<file path="config.mk">
export PLATFORM = sky130hd
export DESIGN_NAME = regfile_writeback
export DESIGN_NICKNAME = d
export VERILOG_FILES = /design/src/rtl/regfile_pkg.sv /design/src/rtl/regfile_writeback_fifo.sv /design/src/rtl/regfile_writeback.sv
export SDC_FILE = /design/constraint.sdc
export NUM_CORES = 1
export LEC_CHECK = 0
export ABC_CLOCK_PERIOD_IN_PS = 7060
export CAP_MARGIN = 0
export CORE_ASPECT_RATIO = 0.8
export CORE_MARGIN = 3
export CORE_UTILIZATION = 58
export DETAILED_ROUTE_END_ITERATION = 10
export GPL_TIMING_DRIVEN = 0
export HOLD_SLACK_MARGIN = 0.12
export PLACE_DENSITY = 0.84
export SYNTH_ARGS = -nofsm -noshare
export SYNTH_HDL_FRONTEND = slang
export SYNTH_HIERARCHICAL = 1
export SYNTH_SLANG_ARGS = --single-unit
</file>
<file path="constraint.sdc">
create_clock -name clk -period 7.06 [get_ports clk]
set_clock_uncertainty 0.2 [all_clocks]
set_input_delay 0.706 -clock clk [delete_from_list [all_inputs] [get_ports clk]]
set_output_delay 0.706 -clock clk [all_outputs]
set_load 0.005 [all_outputs]
</file>
<file path="src/rtl/regfile_pkg.sv">
// Shared types and default widths for the register-file write-back front end.
package regfile_pkg;

  localparam int DEF_WIDTH   = 16;
  localparam int DEF_REGBITS = 4;

  typedef enum logic {
    SRC_ALU  = 1'b0,
    SRC_LOAD = 1'b1
  } wb_src_t;

  typedef struct packed {
    logic [DEF_REGBITS-1:0] addr;
    logic [DEF_WIDTH-1:0]   data;
  } wb_entry_t;

endpackage

</file>
<file path="src/rtl/regfile_writeback_fifo.sv">
// Two-entry write queue; slot 0 is always the head, so a pop shifts slot 1 down.
module wb_fifo2
  import regfile_pkg::*;
(
  input  logic            clk,
  input  logic            reset_n,
  input  logic            push,
  input  wb_entry_t       push_entry,
  input  logic            pop,
  output logic [1:0]      count,
  output wb_entry_t       head,
  output logic [1:0]      entry_valid,
  output wb_entry_t [1:0] entries
);

  wb_entry_t [1:0] mem;
  logic            do_push;
  logic            do_pop;

  assign do_push = push && (count != 2'd2);
  assign do_pop  = pop && (count != 2'd0);

  always_ff @(posedge clk or negedge reset_n) begin
    if (!reset_n) begin
      count <= 2'd0;
      mem   <= '0;
    end else if (do_push && do_pop) begin
      // A pop at count 1 empties slot 0, so the new entry lands straight in the head.
      if (count == 2'd1) begin
        mem[0] <= push_entry;
      end else begin
        mem[0] <= mem[1];
        mem[1] <= push_entry;
      end
    end else if (do_pop) begin
      mem[0] <= mem[1];
      count  <= count - 2'd1;
    end else if (do_push) begin
      mem[count[0]] <= push_entry;
      count         <= count + 2'd1;
    end
  end

  assign head           = mem[0];
  assign entries        = mem;
  assign entry_valid[0] = (count != 2'd0);
  assign entry_valid[1] = (count == 2'd2);

endmodule

</file>
<file path="src/rtl/regfile_writeback.sv">
// Queues ALU and load results, round-robins them onto the register file write port,
// and publishes a per-register pending-write scoreboard.
module regfile_writeback
  import regfile_pkg::*;
#(
  parameter int WIDTH   = DEF_WIDTH,
  parameter int REGBITS = DEF_REGBITS
) (
  input  logic                  clk,
  input  logic                  reset_n,
  input  logic                  a_valid,
  output logic                  a_ready,
  input  logic [REGBITS-1:0]    a_addr,
  input  logic [WIDTH-1:0]      a_data,
  input  logic                  l_valid,
  output logic                  l_ready,
  input  logic [REGBITS-1:0]    l_addr,
  input  logic [WIDTH-1:0]      l_data,
  output logic                  regwrite,
  output logic [REGBITS-1:0]    wa,
  output logic [WIDTH-1:0]      wd,
  output logic [2**REGBITS-1:0] busy
);

  localparam int NREG = 2 ** REGBITS;

  logic [1:0]      a_count, l_count;
  logic [1:0]      a_ev, l_ev;
  wb_entry_t       a_head, l_head;
  wb_entry_t [1:0] a_entries, l_entries;
  wb_entry_t       a_entry, l_entry;
  logic            a_push, l_push;
  logic            grant_a, grant_l;
  wb_src_t         last_grant;

  assign a_ready = (a_count < 2'd2);
  assign l_ready = (l_count < 2'd2);

  // Writes to r0 complete the handshake but are never queued.
  assign a_push  = a_valid && a_ready && (a_addr != '0);
  assign l_push  = l_valid && l_ready && (l_addr != '0);
  assign a_entry = '{addr: a_addr, data: a_data};
  assign l_entry = '{addr: l_addr, data: l_data};

  wb_fifo2 u_alu_q (
    .clk         (clk),
    .reset_n     (reset_n),
    .push        (a_push),
    .push_entry  (a_entry),
    .pop         (grant_a),
    .count       (a_count),
    .head        (a_head),
    .entry_valid (a_ev),
    .entries     (a_entries)
  );

  wb_fifo2 u_load_q (
    .clk         (clk),
    .reset_n     (reset_n),
    .push        (l_push),
    .push_entry  (l_entry),
    .pop         (grant_l),
    .count       (l_count),
    .head        (l_head),
    .entry_valid (l_ev),
    .entries     (l_entries)
  );

  always_comb begin
    grant_a = a_ev[0] && (!l_ev[0] || (last_grant == SRC_LOAD));
    grant_l = l_ev[0] && !grant_a;
  end

  always_ff @(posedge clk or negedge reset_n) begin
    if (!reset_n) begin
      regwrite   <= 1'b0;
      wa         <= '0;
      wd         <= '0;
      last_grant <= SRC_LOAD;
    end else if (grant_a) begin
      regwrite   <= 1'b1;
      wa         <= a_head.addr;
      wd         <= a_head.data;
      last_grant <= SRC_ALU;
    end else if (grant_l) begin
      regwrite   <= 1'b1;
      wa         <= l_head.addr;
      wd         <= l_head.data;
      last_grant <= SRC_LOAD;
    end else begin
      regwrite <= 1'b0;
    end
  end

  // Built only from queue contents and the output registers, never from *_valid.
  always_comb begin
    busy = '0;
    for (int r = 1; r < NREG; r++) begin
      for (int i = 0; i < 2; i++) begin
        if (a_ev[i] && (a_entries[i].addr == REGBITS'(r))) busy[r] = 1'b1;
        if (l_ev[i] && (l_entries[i].addr == REGBITS'(r))) busy[r] = 1'b1;
      end
      if (regwrite && (wa == REGBITS'(r))) busy[r] = 1'b1;
    end
  end

endmodule

</file>
# --- Word-level counts from Yosys, hierarchy flattened ---
# Cells that the tools add are included.
op_classes:
  addsub: 4
  n_lt_le_gt_ge: 6
  eq_ne: 85
  mux: 105
  bitwise: 2
  n_reduce_logical: 107
ops:
  columns: ["operator", "count"]
  rows:
  - ["20-bit 2-to-1 mux", 10]
  - ["4-bit equality test, second input constant", 40]
  - ["40-bit 2-to-1 mux", 4]
  - ["1-bit logical AND", 89]
  - ["40-bit bitwise mux", 2]
  - ["4-bit by 3-bit equality test with 1-bit output, second input constant", 20]
  - ["1-bit 2-to-1 mux", 79]
  - ["20-bit demux with 1-bit select", 2]
  - ["4-bit by 2-bit equality test with 1-bit output, second input constant", 10]
  - ["16-bit 2-to-1 mux", 2]
  - ["4-bit by 1-bit equality test with 1-bit output, second input constant", 5]
  - ["2-bit nonzero test", 7]
  - ["2-bit != test, second input constant", 6]
  - ["2-bit 2-to-1 mux", 4]
  - ["4-bit 2-to-1 mux", 2]
  - ["4-bit nonzero test", 2]
  - ["3-bit AND reduction", 2]
  - ["3-bit nonzero test", 2]
  - ["2-bit by 1-bit adder with 2-bit output, second input constant", 2]
  - ["2-bit by 1-bit equality test with 1-bit output, second input constant", 2]
  - ["2-bit equality test, second input constant", 2]
  - ["1-bit by 2-bit less-than comparator with 1-bit output, second input constant", 2]
  - ["2-bit less-than comparator, second input constant", 2]
  - ["2-bit AND reduction", 2]
  - ["5 further kinds", 9]
totals:
  register_bits: 106
  in_bits: 44
  output_inout_bits: 39
  elab_cells: 323

# --- Logic depth before layout (Yosys ltp) ---
# Gate-level depths: netlist of run 1.
logic_depth:
  ltp_word: 10
  mapped_depth: 15
  ltp_nobuf: 12

# --- Cells and area by module ---
# Netlist of run 1, hierarchy kept.
by_module_without_submodules:
  columns: ["mod", "instances", "cells_each", "area_per_inst_um2", "seq_area_each_um2"]
  rows:
  - ["wb_fifo2 at u_alu_q", 1, 172, 2058.2, 1051.0]
  - ["regfile_writeback", 1, 250, 2016.9, 551.8]
  - ["wb_fifo2 at u_load_q", 1, 178, 1958.1, 1051.0]

# --- Worst setup path before layout of run 1 ---
# No wires, ideal clock.
synth_path:
  kind: "input port to flip-flop"
  start: "input port a_addr[1]"
  end: "register u_alu_q.mem (netlist bit u_alu_q/entries[20])"
  setup_time_ps: 125
  t_arrival_ps: 2663
  required_ps: 6735
  slack_ps: 4072
  stages: 8
  n_path_buf: 1
  cell_sequence: "or4_1 > and3_1 > and2b_2 > ha_1 > o211a_1 > o21ai_2 > buf_6 > mux2_4"
synth_via:
  elab_chain_cells: 6
  elab_cells_between_ends: 9
  classes_between: "2 x eq/ne; 1 x mux; 6 x reduce/logical"
synth_lines:
  columns: ["item", "line_no", "source"]
  rows:
  - ["from (decl)", "regfile_writeback.sv:13", "input logic [REGBITS-1:0] a_addr,"]
  - ["4-bit nonzero test (*)", "regfile_writeback.sv:40", "assign a_push = a_valid && a_ready && (a_addr != '0);"]
  - ["1-bit logical AND (*)", "regfile_writeback.sv:40", null]
  - ["net a_push", "regfile_writeback.sv:32", "logic a_push, l_push;"]
  - ["1-bit logical AND (*)", "regfile_writeback_fifo.sv:20", "assign do_push = push && (count != 2'd2);"]
  - ["1-bit logical AND", "regfile_writeback_fifo.sv:27", "end else if (do_push && do_pop) begin"]
  - ["2-bit != test (no line) / 2-bit nonzero test (equally long branches)", null, null]
  - ["3-bit AND reduction (no line)", null, null]
  - ["to (signal, indexed assignment)", "regfile_writeback_fifo.sv:39", "mem[count[0]] <= push_entry;"]
  - ["to (decl)", "regfile_writeback_fifo.sv:16", "wb_entry_t [1:0] mem;"]
# Mark *: on every way through the listed nets, which the timed path passes. The rest lies on a longest branch.
# A chain may end at the register's enable or synchronous reset.

# --- Worst setup path after layout of run 1 ---
layout_path:
  start: "register u_alu_q.count[0]"
  end: "register u_alu_q.mem (netlist bit u_alu_q/entries[32])"
layout_via:
  elab_cells_between_ends: 23
  classes_between: "3 x order compare; 4 x eq/ne; 6 x mux; 10 x reduce/logical"
layout_rtl:
  columns: ["item", "line_no", "source"]
  rows:
  - ["from (decl)", "regfile_writeback_fifo.sv:10", "output logic [1:0] count,"]
  - ["from (signal assigned)", "regfile_writeback_fifo.sv:37", "count <= count - 2'd1;"]
  - ["from (signal assigned)", "regfile_writeback_fifo.sv:40", "count <= count + 2'd1;"]
  - ["2-bit nonzero test (*)", "regfile_writeback_fifo.sv:46", "assign entry_valid[0] = (count != 2'd0);"]
  - ["net a_ev[0]", "regfile_writeback.sv:28", "logic [1:0] a_ev, l_ev;"]
  - ["1-bit logical AND (*)", "regfile_writeback.sv:70", "grant_a = a_ev[0] && (!l_ev[0] || (last_grant == SRC_LOAD));"]
  - ["net grant_a", "regfile_writeback.sv:33", "logic grant_a, grant_l;"]
  - ["1-bit logical AND (*)", "regfile_writeback_fifo.sv:21", "assign do_pop = pop && (count != 2'd0);"]
  - ["1-bit logical AND", "regfile_writeback_fifo.sv:27", null]
  - ["2-bit != test (no line) / 2-bit nonzero test (equally long branches)", null, null]
  - ["3-bit AND reduction (no line)", null, null]
# Mark *: on every way through the listed nets, which the timed path passes. The rest lies on a longest branch. The select of a mux whose other input is x is not followed.

==> impl_metrics.json, run 1 <==
{
  "status": "finished, final reports clean",
  "timing.fmax_mhz": 256,
  "detail_route.wirelength_um": 16600,
  "syn_area_sq_um": 6030,
  "floorplan.die.height_um": 97.2,
  "layout.nets": 745,
  "postLayoutCellArea_sq_um": 7360,
  "dpl-instance-area_sq_um": 7040,
  "finalSetupTns_ns": 0,
  "number_of_enable_flip_flop_cells_after_synthesis": 0,
  "layout_min_cycle_time_ns": 3.90,
  "antenna_found_initial": 0,
  "synthMostInstantiatedCell": "sky130_fd_sc_hd__dfrtp_1",
  "core_region_area_sq_um": 9890,
  "via_count": 5164,
  "synth_sequential_area_ratio_pct": 44.0,
  "worstPathCellList": "inv_1 > ha_1 > inv_1 > buf_4 > buf_4 > a21boi_0 > nand2b_1 > inv_2 > ha_1 > nand2_2 > o211a_1 > o21ai_2 > buf_6 > mux2_4",
  "rows": 32,
  "maxSlewHeadroom_pct": 58.2,
  "fin_hold_ws_ns": 0.177,
  "cell_types_with_the_highest_counts_after_synthesis": "sky130_fd_sc_hd__dfrtp_1, sky130_fd_sc_hd__nor2_1, sky130_fd_sc_hd__a22oi_1",
  "setup-violations-final": 0,
  "cts_hold_buffers": 0,
  "netlist-cell-type-count": 59,
  "cts.reportedPaths.clkPinSlew_ns": 0.07,
  "gpl.final_weighted_congestion": 0.888,
  "worst_setup_path_start_kind": "flip-flop",
  "crit-reg2reg-launch": "u_alu_q/count[0]",
  "grt_pass1_vias": 5116,
  "critical_path.reg2reg.endpoint": "u_alu_q/entries[32]",
  "post-route-period-util_pct": 55.2,
  "die_x_um": 120,
  "critical-path-slowest-cell": "sky130_fd_sc_hd__dfrtp_1",
  "die-area_sq_um": 11700,
  "synthesis.nets": 652,
  "crit_arrival_ns": 3.93,
  "detailedRoute.firstPassIterationCount": 5,
  "wire_per_inst_um": 19.9,
  "routed_via_density": 6.19,
  "synth.yosys.warnings": 6,
  "longest_clk_path_bufs": 2,
  "maximum_number_of_pins_on_one_net_before_global_route_repair": 60,
  "number_of_maximum_capacitance_constraint_violations": 0,
  "grt_use_total_pct": 29.1,
  "synthTopCellsByArea": "sky130_fd_sc_hd__dfrtp_1, sky130_fd_sc_hd__a22oi_1, sky130_fd_sc_hd__buf_4, sky130_fd_sc_hd__mux2_4, sky130_fd_sc_hd__mux2_2",
  "syn-instance-count": 600,
  "dp_hpwl_um": 12300,
  "ff2ff_setup_slack_ns": 3.16,
  "max_fo_critical_path": 10,
  "power-per-cell-area_nw_per_um2": 577,
  "clock_latency_at_the_later_pin_of_the_worst_skew_pair_ns": 0.35,
  "clk_root_buffer_cell": "sky130_fd_sc_hd__clkbuf_16",
  "post-place-ws_ns": 3.23,
  "ys_ff_latch": 106,
  "layout.cells.non_filler": 834,
  "numPortBuffers": 81,
  "area_growth_pct": 22.0,
  "worst_r2r_path_cells": 14,
  "grt_pass1_wl_um": 27000,
  "criticalPathCategory": "flip-flop to flip-flop",
  "post_cts.repair.setup_buffers": 0,
  "yosys_top_cell_area_share_pct": 43.6,
  "critPathMaxStageDelay_ns": 0.53,
  "max_slew.worst_pin.slew_ns": 0.627,
  "total_leakage_power_nw": 3.32,
  "dr_drc_count": 0,
  "critPathCaptureType": "flip-flop",
  "detail_route.iter0.violations": 523,
  "h_tree_level_count": 3,
  "postSynth.topFlopCell": "sky130_fd_sc_hd__dfrtp_1",
  "placed_cells_incl_taps": 818,
  "slew_violations": 0,
  "final_hold_viol_count": 0,
  "initial_utilization_pct": 61.0,
  "numCtsBuffers": 9,
  "synthesis.area_per_instance_sq_um": 10.1,
  "num_antenna_cells": 0,
  "share_of_final_layout_standard_cells_stronger_than_drive_strength_1_pct": 19.3,
  "worst_min_path_class": "input port to async pin",
  "synth_largest_area_cell": "sky130_fd_sc_hd__dfrtp_1",
  "boundaryPins": 83,
  "tritoncts": "built",
  "finalWorstSetupSlack_ns": 3.16,
  "grt-ovfl-total": 0,
  "ant_nets": 0,
  "rsz0062_at_grt": "no",
  "crit_required_ns": 7.09,
  "async_sr_flop_fraction_pct": 100,
  "cts_repair_resize_count": 0,
  "cts_num_sinks": 106,
  "power.ir.vdd_worst_mv": 0.328
}
-- where the power goes --
part / internal, mW / total, mW / leakage (nW) / switching [mW]
registers: 0.940 / 1.22 / 1.27 / 0.285
clock network: 0.300 / 0.538 / 0.156 / 0.238
logic: 1.21 / 2.48 / 1.90 / 1.27
total: 2.45 / 4.24 / 3.32 / 1.79
-- logic make-up (layout without fill, tap and decap cells) --
family	Yosys count	after routing	synth area share, %
compound gates	176	176	20.2
xor+xnor	4	4	0.581
fa+ha+maj	8	8	1.66
buf+inv	113	211	10.7
flops	106	106	44.0
mux	41	41	8.88
other cells	1	1	0.0622
simple gates	151	151	14.0
-- layer usage --
metal,wire [um],GRT usage (%),vias to the layer above
met3,945,4.71,22
met5,0,0,-
met4,233,7.13,0
met1,7600,42.0,2591
met2,7840,46.2,204
li1,-,-,2347
-- cell type report --
cell class,count,area [sq um]
tap,136,170
multi-input combinational,381,2730
inverter,34,130
buffer,79,515
fill,722,2530
clock buffer,11,253
timing repair buffer,82,836
clock inverter,5,68.8
sequential,106,2650
-- how the worst max path moves through the flow --
stage | from | cells past startpoint | slack (ns) | endpoint
after floorplan | a_addr[1] | 8 | 4.07 | u_alu_q/entries[20]
after global placement | reset_n | 1 | 1.26 | u_load_q/count[0]
after detailed placement | u_alu_q/count[0] | 14 | 3.23 | u_alu_q/entries[32]
after CTS | u_alu_q/count[0] | 14 | 3.21 | u_alu_q/entries[32]
after global routing | u_alu_q/count[0] | 13 | 2.96 | u_alu_q/entries[11]
final | u_alu_q/count[0] | 14 | 3.16 | u_alu_q/entries[32]
-- metrics by stage --
step | utilization [%] | power [mW]
floorplan | - | 2.82
global placement | 70.9 | 3.55
detailed placement | 71.2 | 3.66
CTS | 74.4 | 4.22
global route | 74.4 | 4.53
finish | 74.4 | 4.24
-- worst max-delay path: cells and delay by family, from the launching register on --
family,cells,cell delay (ns)
buffers and inverters,6,1.10
AOI/OAI and AO/OA,3,0.73
muxes,1,0.33
DFF,1,0.53
and+or+nand+nor,2,0.32
adders and majority gates,2,0.55
-- layout by cell type, fill, tap and decap left out, types with 19 or more instances in the layout --
cell type                         count
sky130_fd_sc_hd__clkdlybuf4s50_1     80
sky130_fd_sc_hd__nor2_1              50
sky130_fd_sc_hd__a22oi_1             47
sky130_fd_sc_hd__o22ai_1             24
sky130_fd_sc_hd__a21oi_1             43
sky130_fd_sc_hd__mux2_4              20
sky130_fd_sc_hd__a22o_1              19
sky130_fd_sc_hd__buf_4               47
sky130_fd_sc_hd__dfrtp_1            105
sky130_fd_sc_hd__a31oi_1             20
sky130_fd_sc_hd__inv_1               32
sky130_fd_sc_hd__mux2_2              20
-- state kept, by name, summed over array words and instances (netlist names) --
register          count
last_grant            1
u_alu_q/entries      40
wa                    4
wd                   16
regwrite              1
u_alu_q/count         2
u_load_q/count        2
u_load_q/entries     40
(Power assumes the default switching activity.)
==> inputs of run 2 (changes only) <==
Settings changed: ABC_CLOCK_PERIOD_IN_PS 7060 to 4000, CORE_UTILIZATION 58 to 56, PLACE_DENSITY 0.84 to 0.81.
Clock period 7.06 ns to 4 ns, I/O delays scaled along.
==> run 2 against run 1 <==
Compared with the run above:
- clock-buffer cell count is 2 lower
- flip-flop and latch count stayed put
- highest routed layer unchanged
- fmax is 8.1% higher
- critical endpoint is now u_alu_q/entries[26]
- largest cell class unchanged
==> impl_metrics.json, run 2 (synthesis results as in run 1) <==
{
  "status": "finished, final reports clean",
  "critPathCaptureType": "flip-flop",
  "num_antenna_cells": 0,
  "rsz0062_at_grt": "no",
  "postLayoutCellArea_sq_um": 7370,
  "grt_pass1_vias": 5000,
  "area_growth_pct": 22.1,
  "numCtsBuffers": 9,
  "clock_latency_at_the_later_pin_of_the_worst_skew_pair_ns": 0.35,
  "grt-ovfl-total": 0,
  "detail_route.wirelength_um": 17000,
  "total_leakage_power_nw": 3.32,
  "h_tree_level_count": 3,
  "crit_arrival_ns": 3.64,
  "layout.nets": 746,
  "max_slew.worst_pin.slew_ns": 0.631,
  "number_of_maximum_capacitance_constraint_violations": 0,
  "detail_route.iter0.violations": 388,
  "numPortBuffers": 81,
  "setup-violations-final": 0,
  "gpl.final_weighted_congestion": 0.934,
  "cts_num_sinks": 106,
  "ant_nets": 0,
  "slew_violations": 0,
  "power.share.switching_pct": 42.5,
  "finalCoreUtilization_pct": 71.1,
  "maxSlewHeadroom_pct": 57.9,
  "dp_hpwl_um": 12800,
  "dr_drc_count": 0,
  "core_region_area_sq_um": 10400,
  "routed_via_density": 6.09,
  "cts.reportedPaths.clkPinSlew_ns": 0.07,
  "tritoncts": "built",
  "max_fo_critical_path": 10,
  "criticalPathCategory": "flip-flop to flip-flop",
  "worst_min_path_class": "flip-flop to flip-flop",
  "layout.cells.most_common": "sky130_fd_sc_hd__dfrtp_1",
  "combinationalPowerShare_pct": 58.4,
  "internal_power_mw": 4.29,
  "die-area_sq_um": 12100,
  "crit_required_ns": 4.04,
  "wire_per_inst_um": 20.3,
  "clk_root_buffer_cell": "sky130_fd_sc_hd__clkbuf_16",
  "initial_utilization_pct": 58.2,
  "power.ir.vdd_worst_mv": 0.568,
  "share_of_final_layout_standard_cells_stronger_than_drive_strength_1_pct": 19.3,
  "most-common-layout-cells": "sky130_fd_sc_hd__dfrtp_1, sky130_fd_sc_hd__clkdlybuf4s50_1, sky130_fd_sc_hd__nor2_1, sky130_fd_sc_hd__buf_4, sky130_fd_sc_hd__a22oi_1",
  "seq_power_share_pct": 29.3,
  "grt_pass1_wl_um": 27300,
  "via_count": 5106,
  "power_after_layout_mw": 7.46,
  "post-route-period-util_pct": 90.1,
  "floorplan.die.height_um": 98.8,
  "longest_clk_path_bufs": 2,
  "worst_setup_path_start_kind": "flip-flop",
  "final_hold_viol_count": 0,
  "die_x_um": 122,
  "layout_min_cycle_time_ns": 3.61,
  "post_cts.repair.setup_buffers": 0,
  "fin_hold_ws_ns": 0.299,
  "detailedRoute.firstPassIterationCount": 5,
  "boundaryPins": 83,
  "antenna_found_initial": 0,
  "timing.fmax_mhz": 277,
  "maximum_number_of_pins_on_one_net_before_global_route_repair": 63,
  "net-switching-power_mw": 3.17,
  "grt_use_total_pct": 29.1,
  "dpl-instance-area_sq_um": 7040,
  "power-per-cell-area_nw_per_um2": 1010,
  "rows": 33,
  "power_frac_clock_pct": 12.3
}
[run 2: worst paths after layout]
kind | cells after the start | endpoint | from | slack, ns
min reg2reg | 1 | u_alu_q/entries[22] | u_alu_q/entries[22] | 0.30
max reg2reg | 14 | u_alu_q/entries[26] | u_alu_q/count[0] | 0.39
max | 14 | u_alu_q/entries[26] | u_alu_q/count[0] | 0.39
min | 1 | u_alu_q/entries[22] | u_alu_q/entries[22] | 0.30
min in group asynchronous | 2 | u_load_q/entries[35] | reset_n | 0.42
max in group asynchronous | 3 | last_grant | reset_n | 2.41
[run 2: per-stage QoR]
stage          setup slack, ns  setup TNS (ns)  cells
2_1_floorplan             1.03               0    600
3_3_place_gp             -1.56         -163.10    821
3_5_place_dp             0.451               0    822
4_1_cts                  0.430               0    839
5_1_grt                  0.224               0    839
6_report                 0.394               0    839
[run 2: area by class of cell]
cell class | count | area, sq um
plain buffers | 79 | 515
inverters | 34 | 130
fillers | 773 | 3000
flip-flops and latches | 106 | 2650
repair buffers | 83 | 846
multi-input cells | 381 | 2730
clock inverters | 7 | 87.6
well taps | 140 | 175
clock buffers | 9 | 225
[run 2: layer usage]
layer  share of wire [%]  global-route usage (%)  vias to the layer above  wire length (um)
li1                    -                       -                     2335                 -
met1                  46                    43.9                     2553              7860
met2                  46                    44.9                      194              7810
met3                 6.5                    4.53                       24              1110
met4                 1.3                    6.11                        0               227
met5                   0                       0                        -                 0
[run 2: worst max-delay path, stage by stage, from the launching register on]
cell,delay (ns)
sky130_fd_sc_hd__dfrtp_1,0.53
sky130_fd_sc_hd__inv_1,0.14
sky130_fd_sc_hd__ha_1,0.23
sky130_fd_sc_hd__inv_1,0.12
sky130_fd_sc_hd__buf_4,0.24
sky130_fd_sc_hd__buf_4,0.23
sky130_fd_sc_hd__a21boi_0,0.28
sky130_fd_sc_hd__nand2b_1,0.15
sky130_fd_sc_hd__inv_2,0.15
sky130_fd_sc_hd__ha_1,0.32
sky130_fd_sc_hd__nand2_2,0.12
sky130_fd_sc_hd__o211a_1,0.15
sky130_fd_sc_hd__o21ai_2,0.09
sky130_fd_sc_hd__buf_6,0.22
sky130_fd_sc_hd__mux2_4,0.32
[run 2: what timing repair did]
| action | CTS | global route |
|---|---|---|
| hold buffers | 1 | 0 |
| endpoints found under the setup margin | 0 | 0 |
| resized for setup | 0 | 0 |
| hold endpoints to repair | 44 | 0 |
[run 2: power groups by stage]
stage                     combinational, mW  clock [mW]  sequential, mW
final                                  4.36       0.919            2.18
after global routing                   4.75       0.976            2.25
after CTS                              4.31       0.933            2.17
after detailed placement               4.28           0            2.18
after global placement                 4.12           0            2.16
after floorplan                        2.97           0            2.01
==> inputs of run 3 (changes only) <==
Settings changed: SLEW_MARGIN from default to 20.
==> run 3 against run 2 <==
Compared with the run above:
- fmax grew 0.48%
- sequential share of layout area is essentially flat
- global-route usage shrank 0.24 points
- critical endpoint unchanged
- largest cell class unchanged
==> impl_metrics.json, run 3 (synthesis results as in run 1) <==
{
  "status": "finished, final reports clean",
  "num_antenna_cells": 0,
  "layout.cells.most_common": "sky130_fd_sc_hd__dfrtp_1",
  "setup-violations-final": 0,
  "grt_use_total_pct": 28.9,
  "wire_per_inst_um": 20.2,
  "internal_power_mw": 4.29,
  "die-area_sq_um": 12100,
  "slew_violations": 0,
  "most-common-layout-cells": "sky130_fd_sc_hd__dfrtp_1, sky130_fd_sc_hd__clkdlybuf4s50_1, sky130_fd_sc_hd__nor2_1, sky130_fd_sc_hd__a22oi_1, sky130_fd_sc_hd__buf_4",
  "finalSetupTns_ns": 0,
  "layout.cells.non_filler": 839,
  "detail_route.iter0.violations": 356,
  "dp_hpwl_um": 12700,
  "cp.buffers_inverters": 6,
  "critPathCaptureType": "flip-flop",
  "seq_power_share_pct": 29.1,
  "power-per-cell-area_nw_per_um2": 1010,
  "net-switching-power_mw": 3.17,
  "post_cts.repair.setup_buffers": 0,
  "clock_latency_at_the_later_pin_of_the_worst_skew_pair_ns": 0.35,
  "grt_pass1_vias": 5075,
  "post-route-period-util_pct": 89.7,
  "via_count": 5097,
  "routed_via_density": 6.08,
  "number_of_maximum_capacitance_constraint_violations": 0,
  "grt_pass1_wl_um": 27200,
  "gpl.final_weighted_congestion": 0.934,
  "final_hold_viol_count": 0,
  "detailedRoute.firstPassIterationCount": 5,
  "initial_utilization_pct": 58.2,
  "numPortBuffers": 81,
  "power.ir.vdd_worst_mv": 0.570,
  "maxSlewHeadroom_pct": 59.2,
  "worst_min_path_class": "input port to async pin",
  "worst_setup_path_start_kind": "flip-flop",
  "critical-path-slowest-cell": "sky130_fd_sc_hd__dfrtp_1",
  "layout.nets": 746,
  "floorplan.die.height_um": 98.8,
  "rsz0062_at_grt": "no",
  "dr_drc_count": 0,
  "detail_route.wirelength_um": 17000,
  "power_after_layout_mw": 7.47,
  "h_tree_level_count": 3,
  "numCtsBuffers": 9,
  "ant_nets": 0,
  "cts.reportedPaths.clkPinSlew_ns": 0.08,
  "power.share.switching_pct": 42.5,
  "cp_top_family": "buffers and inverters",
  "core_region_area_sq_um": 10400,
  "post-place-ws_ns": 0.450,
  "maximum_number_of_pins_on_one_net_before_global_route_repair": 77,
  "combinationalPowerShare_pct": 58.5,
  "antenna_found_initial": 0,
  "timing.fmax_mhz": 279,
  "rows": 33,
  "longest_clk_path_bufs": 2,
  "layout_min_cycle_time_ns": 3.59,
  "grt-ovfl-total": 0,
  "total_leakage_power_nw": 3.32,
  "max_fo_critical_path": 10,
  "criticalPathCategory": "flip-flop to flip-flop",
  "placed_cells_incl_taps": 822,
  "critPathMaxStageDelay_ns": 0.52,
  "die_x_um": 122,
  "clk_root_buffer_cell": "sky130_fd_sc_hd__clkbuf_16",
  "max_slew.worst_pin.slew_ns": 0.610,
  "cts_num_sinks": 106,
  "area_growth_pct": 22.1,
  "tritoncts": "built",
  "fin_hold_ws_ns": 0.297,
  "share_of_final_layout_standard_cells_stronger_than_drive_strength_1_pct": 19.3,
  "worstPathCellList": "inv_1 > ha_1 > inv_1 > buf_4 > buf_4 > a21boi_0 > nand2b_1 > inv_2 > ha_1 > nand2_2 > o211a_1 > o21ai_2 > buf_6 > mux2_4",
  "power_frac_clock_pct": 12.4,
  "finalWorstSetupSlack_ns": 0.411,
  "crit_required_ns": 4.04,
  "crit_arrival_ns": 3.62,
  "boundaryPins": 83
}
run 3: what timing repair did:
item	4_1_cts	5_1_grt
endpoints found under the setup margin	0	0
hold endpoints to repair	63	0
hold buffers	1	0
resized for setup	0	0
run 3: stage by stage:
stage	instance area [sq um]	util [%]
CTS	7370	71.1
global route	7370	71.1
global placement	7020	67.7
finish	7370	71.1
floorplan	6030	-
detailed placement	7050	68.0
run 3: power by group through the flow:
| stage | clock network (mW) | registers (mW) | logic [mW] |
|---|---|---|---|
| after floorplan | 0 | 2.01 | 2.97 |
| after global placement | 0 | 2.16 | 4.12 |
| after detailed placement | 0 | 2.18 | 4.29 |
| after CTS | 0.939 | 2.17 | 4.31 |
| after global routing | 0.975 | 2.24 | 4.76 |
| final | 0.925 | 2.17 | 4.37 |
run 3: layout make-up:
type / count / area [sq um]
Sequential cell: 106 / 2650
Timing Repair Buffer: 83 / 850
Clock inverter: 7 / 85.1
Tap cell: 140 / 175
Multi-Input combinational cell: 381 / 2730
Clock buffer: 9 / 225
Inverter: 34 / 130
Buffer: 79 / 515
Fill cell: 763 / 3000
run 3: routing by layer:
metal	GRT usage (%)	up-vias	routed length, um
met5	0	-	0
met4	7.23	0	325
met3	5.74	23	1240
met2	44.9	210	7770
met1	41.9	2516	7640
li1	-	2348	-
run 3: worst paths after layout:
check | from | end | slack [ns] | cells after the start
worst max register to register | u_alu_q/count[0] | u_alu_q/entries[26] | 0.41 | 14
worst min register to register | u_alu_q/entries[22] | u_alu_q/entries[22] | 0.30 | 1
worst min-delay path | reset_n | u_load_q/entries[9] | 0.30 | 2
worst max-delay path | u_alu_q/count[0] | u_alu_q/entries[26] | 0.41 | 14
max in group asynchronous | reset_n | last_grant | 2.63 | 3
min in group clk | u_alu_q/entries[22] | u_alu_q/entries[22] | 0.30 | 1
==> RTL change 1: new RTL, config.mk and constraints of run 1 <==
`DEF_REGBITS`: 4 -> 6.
--- a/src/rtl/regfile_pkg.sv
+++ b/src/rtl/regfile_pkg.sv
@@ -3,5 +3,5 @@
 
   localparam int DEF_WIDTH   = 16;
-  localparam int DEF_REGBITS = 4;
+  localparam int DEF_REGBITS = 6;
 
   typedef enum logic {
Ports: changed (resized a_addr, busy, l_addr and wa); port bits go from 83 to 137. No check against the original RTL was run, so the function may have changed too.
==> RTL change 1 against run 1 <==
Total power grew 46%. Largest cell class unchanged. Largest power group unchanged. Wire length grew 77%. Die area grew 45%. Via count grew 72%. Critical endpoint is now busy[8]. Cell area grew 52%. Highest routed layer unchanged. Area after synthesis grew 48%. Sequential cell count grew 10. Worst setup slack lost 0.16 ns. Final cell count grew 56%. Synthesized cell count grew 55%.
==> RTL change 1: results (changes against run 1) <==
| Metric | Value |
|---|---|
| Status | finished clean |
| Mean Syn Cell Area | 9.641 sq um (-4.1%) |
| Top cells by area, synth | dfrtp_1 32%, a22oi_1 9.2%, buf_4 5.5% |
| DRT iter0 DRCs | 1181 (+130%) |
| All-Layer GR Usage | 0.3401 (+0.04923) |
| Slowest stage delay, CP | 0.56 ns (+0.03 ns) |
| # port buffers | 135 (+67%) |
| Post-Synth XOR/XNOR Area | 0.003912 (-0.001895) |
| CP max-delay cell | nor3b_4 |
| Final HPWL DP | 20350 microns (+65%) |
| Syn nets | 985 (+51%) |
| First-pass GRT wire length | 46100 microns (+71%) |
| R2R Path Start | u_load_q/count[0]$_DFFE_PN0P_ |
| GP Congestion | 0.9914 (+12%) |
| Sw power | 2825 uW (+58%) |
| Final Routed Wirelength | 29430 microns (+77%) |
| Number of global-route vias before repair | 8423 (+65%) |
| Detailed-route via count | 8886 (+72%) |
| Drt first pass iters | 6 (+1) |
| Register area share after synthesis | 0.3243 (-0.1156) |
| Worst-margin pin slew | 0.9281 ns (+0.3008 ns) |
| Min-delay worst type | reg -> reg |
| Inserted Clock Buffers | 17 (+8) |
| Reg-to-Reg End | u_alu_q/entries[25]$_DFFE_PN0P_ |
| H-tree depth | 4 (+1) |
| Leak | 0.004627 uW (+39%) |
| Worst EP arrival | 3.15 ns (-0.78 ns) |
| Largest net degree at the start of global routing | 65 (+8.3%) |
| Hold WS | 0.3078 ns (+0.1308 ns) |
| Worst-skew pair later-pin latency | 0.41 ns (+0.06 ns) |
-- RTL change 1: metrics by stage --
step	setup slack, ns	area (sq um)	cells	total power [uW]
after floorplan	3.925	8956	929	3932
after global placement	0.5908	10560	1269	5035
after detailed placement	3.309	10590	1270	5143
after CTS	3.128	11190	1302	6073
after global routing	2.929	11190	1302	6485
final	3.006	11190	1302	6188
-- RTL change 1: worst register-to-register path, delay by kind of cell, from the launching register on --
family,cells,cell delay [ns]
AO/OA/AOI/OAI,3,0.75
multiplexers,1,0.33
flip-flops,1,0.51
adder cells (fa/ha/maj),2,0.52
buffers and inverters,6,1.21
AND/OR/NAND/NOR,1,0.16
-- RTL change 1: per-layer routing --
layer | share of wire | GRT usage | wire length [microns]
met5 | 0 | 0 | 0
met4 | 0.034 | 0.1222 | 993
met3 | 0.12 | 0.09738 | 3538
met2 | 0.44 | 0.5309 | 12890
met1 | 0.41 | 0.4595 | 12010
-- RTL change 1: logic make-up (layout without fill, tap and decap cells) --
kind of cell | count (synthesis) | count (layout)
AO/OA/AOI/OAI | 297 | 297
XOR/XNOR | 4 | 4
adder cells (fa/ha/maj) | 8 | 8
buffers and inverters | 154 | 322
flip-flops | 116 | 116
multiplexers | 45 | 45
other | 1 | 1
AND/OR/NAND/NOR | 304 | 304
-- RTL change 1: how the worst max path moves through the flow --
stage	from	end	slack (ns)	cells after the start
global route	u_load_q/count[0]$_DFFE_PN0P_	busy[8]	2.93	8
finish	u_load_q/count[0]$_DFFE_PN0P_	busy[8]	3.01	8
floorplan	a_addr[1]	u_alu_q/entries[24]$_DFFE_PN0P_	3.92	8
detailed placement	l_addr[1]	u_load_q/entries[34]$_DFFE_PN0P_	3.31	10
global placement	reset_n	u_load_q/entries[38]$_DFFE_PN0P_	0.59	1
CTS	u_load_q/count[0]$_DFFE_PN0P_	busy[8]	3.13	8
-- RTL change 1: area by class of cell --
cell class / count / area share
Multi-Input combinational cell: 659 / 0.4562
Sequential cell: 116 / 0.2596
Timing Repair Buffer: 137 / 0.1243
Buffer: 119 / 0.07281
Clock buffer: 22 / 0.04060
Tap cell: 205 / 0.02293
Inverter: 35 / 0.01197
Clock inverter: 9 / 0.01163
-- RTL change 1: power groups by stage --
stage / Clock [uW] / Combinational (uW) / Sequential [uW]
floorplan: 0 / 2630 / 1300
global placement: 0 / 3580 / 1450
detailed placement: 0 / 3680 / 1460
CTS: 866 / 3740 / 1470
global route: 896 / 4070 / 1520
finish: 863 / 3830 / 1490
-- RTL change 1: what timing repair did --
action | 4_1_cts | 5_1_grt
hold buffers | 1 | 0
buffers inserted | 0 | 0
hold endpoints to repair | 52 | 0
==> RTL change 2: new RTL, flow settings as in run 1 <==
Without the edit above. Make the reset (`reset_n`) synchronous in 2 clocked blocks.
--- a/src/rtl/regfile_writeback_fifo.sv
+++ b/src/rtl/regfile_writeback_fifo.sv
@@ -21,5 +21,5 @@
   assign do_pop  = pop && (count != 2'd0);
 
-  always_ff @(posedge clk or negedge reset_n) begin
+  always_ff @(posedge clk) begin
     if (!reset_n) begin
       count <= 2'd0;
--- a/src/rtl/regfile_writeback.sv
+++ b/src/rtl/regfile_writeback.sv
@@ -72,5 +72,5 @@
   end
 
-  always_ff @(posedge clk or negedge reset_n) begin
+  always_ff @(posedge clk) begin
     if (!reset_n) begin
       regwrite   <= 1'b0;
Function: differs if reset_n is asserted again (counterexample within 4 cycles, from zero or initial values and one cycle with reset_n low); with reset_n held inactive, the same outputs for 4 cycles.
==> RTL change 2 against run 1 <==
Wire length down 2.2%. Critical path type is now reg -> out. Cell area down 7.2%. Total power down 35%. Synthesized cell count up 11%. Hold slack better by 0.082 ns. Worst setup slack better by 0.23 ns. Sequential cell count unchanged. Area after synthesis down 7.2%. Non-clock buffer count up 9. Fmax up 6.3%.
==> RTL change 2: results (changes against run 1) <==
| Metric | Value |
|---|---|
| Clock-pin slew on the worst setup and hold paths | 0.07 ns (about the same) |
| Min-delay worst type | reg -> reg |
| Share of layout cells above drive strength 1 | 0.1209 (-0.07252) |
| Worst reg2reg path depth | 11 (-3) |
| Placed cell areas | 6553 sq um (-6.9%) |
| Syn nets | 714 (+9.5%) |
| Vias per Instance | 6.332 (+2.3%) |
| Met3 WL | 1058 microns (+12%) |
| Status | finished clean |
| Leak | 0.002714 uW (-18%) |
| Final #Nets | 806 (+8.2%) |
| Number of global-route vias before repair | 5145 (+0.57%) |
| Largest net degree at the start of global routing | 19 (-68%) |
| Placed insts | 860 (+5.1%) |
| Synth cell count leaders | 106 x dfxtp_1, 55 x inv_1, 44 x a21oi_1, 44 x buf_4, 41 x nand2_1 |
| M2 GR Usage | 0.4789 (+0.01736) |
| Worst EP arrival | 2.76 ns (-1.17 ns) |
| Internal power | 1651 uW (-33%) |
| Worst vdd ir | 218.1 uV (-34%) |
| Drt first pass iters | 5 (unchanged) |
| Avg WL per Cell | 18.57 microns (-6.9%) |
| Register area share after synthesis | 0.3791 (-0.06078) |
| Dpl ws | 3.757 ns (+0.5228 ns) |
| GP Congestion | 0.8875 (about the same) |
| Top cells by area, synth | dfxtp_1 38%, o221ai_1 6.3%, buf_4 5.9% |
| Mean Syn Cell Area | 8.431 sq um (-16%) |
| Met2 WL | 7581 microns (-3.3%) |
| Unique masters post-synth | 50 (-15%) |
| Asr flop ratio synth | 0 (-1.000) |
| Final HPWL DP | 12430 microns (+0.88%) |
| Fill count | 710 (-1.7%) |
| Relative slew slack | 0.3514 (-0.2304) |
| Hold WS | 0.2594 ns (+0.08248 ns) |
| Worst-skew pair later-pin latency | 0.35 ns (about the same) |
| Worst-path fanout max | 8 (-2) |
| R2R Setup Slk | 3.88 ns (+0.72 ns) |
| Multi-input gate area | 2723 sq um (-0.41%) |
| First-pass GRT wire length | 25770 microns (-4.4%) |
| Top_reg_cell synth | dfxtp_1 |
| R2R Path Start | u_load_q/count[0]$_SDFFE_PN0P_ |
| Reg-to-Reg End | u_alu_q/entries[34]$_SDFFE_PN0P_ |
| Syn. warnings | 6 (unchanged) |
| DRT iter0 DRCs | 484 (-7.5%) |
| Post-Layout Cell Count | 876 (+5.0%) |
| M3 GR Usage | 0.04250 (-0.004649) |
| Wl on met1 | 7073 microns (-7.0%) |
| Met1 usage | 0.4027 (-0.01693) |
| All-Layer GR Usage | 0.2990 (+0.008189) |
RTL change 2: critical path, stage by stage, from the launching register on:
cell and delay (ns):
dfxtp_1 0.47, inv_2 0.14, ha_1 0.26, inv_1 0.08, buf_4 0.15, or3b_4 0.42
o22ai_1 0.17, a31oi_1 0.10, nand2_1 0.10, clkdlybuf4s50_1 0.50
RTL change 2: cell families after synthesis:
family | share of synthesized area
AOI/OAI and AO/OA | 0.2865
and+or+nand+nor | 0.1469
buffers and inverters | 0.1346
DFF | 0.3791
muxes | 0.03576
adders and majority gates | 0.01341
xor gates and xnor gates | 0.003130
other | 0.0006699
RTL change 2: worst max path at each step:
stage / from / to / cells past startpoint / slack [ns]
after floorplan: u_load_q/count[0]$_SDFFE_PN0P_ / u_load_q/entries[20]$_SDFFE_PN0P_ / 13 / 4.55
after global placement: u_alu_q/count[0]$_SDFFE_PN0P_ / busy[8] / 9 / 3.79
after detailed placement: u_alu_q/count[0]$_SDFFE_PN0P_ / busy[9] / 9 / 3.76
after CTS: u_alu_q/count[0]$_SDFFE_PN0P_ / busy[9] / 9 / 3.37
after global routing: u_alu_q/count[0]$_SDFFE_PN0P_ / busy[9] / 9 / 3.24
final: u_alu_q/count[0]$_SDFFE_PN0P_ / busy[9] / 9 / 3.39
RTL change 2: power groups by stage:
stage          logic [uW]  registers, uW  clock network [uW]
6_report             1290           1000                 474
5_1_grt              1400           1030                 503
4_1_cts              1260           1000                 479
3_5_place_dp         1260           1010                   0
3_3_place_gp         1200           1000                   0
2_1_floorplan         873            950                   0
RTL change 2: final cells by class:
cell class                      count  area share
Buffer                             89     0.07892
Clock buffer                       10     0.03351
Clock inverter                      6    0.007508
Inverter                           57     0.03131
Multi-Input combinational cell    412      0.3985
Sequential cell                   106      0.3106
Tap cell                          115     0.02106
Timing Repair Buffer               81      0.1187
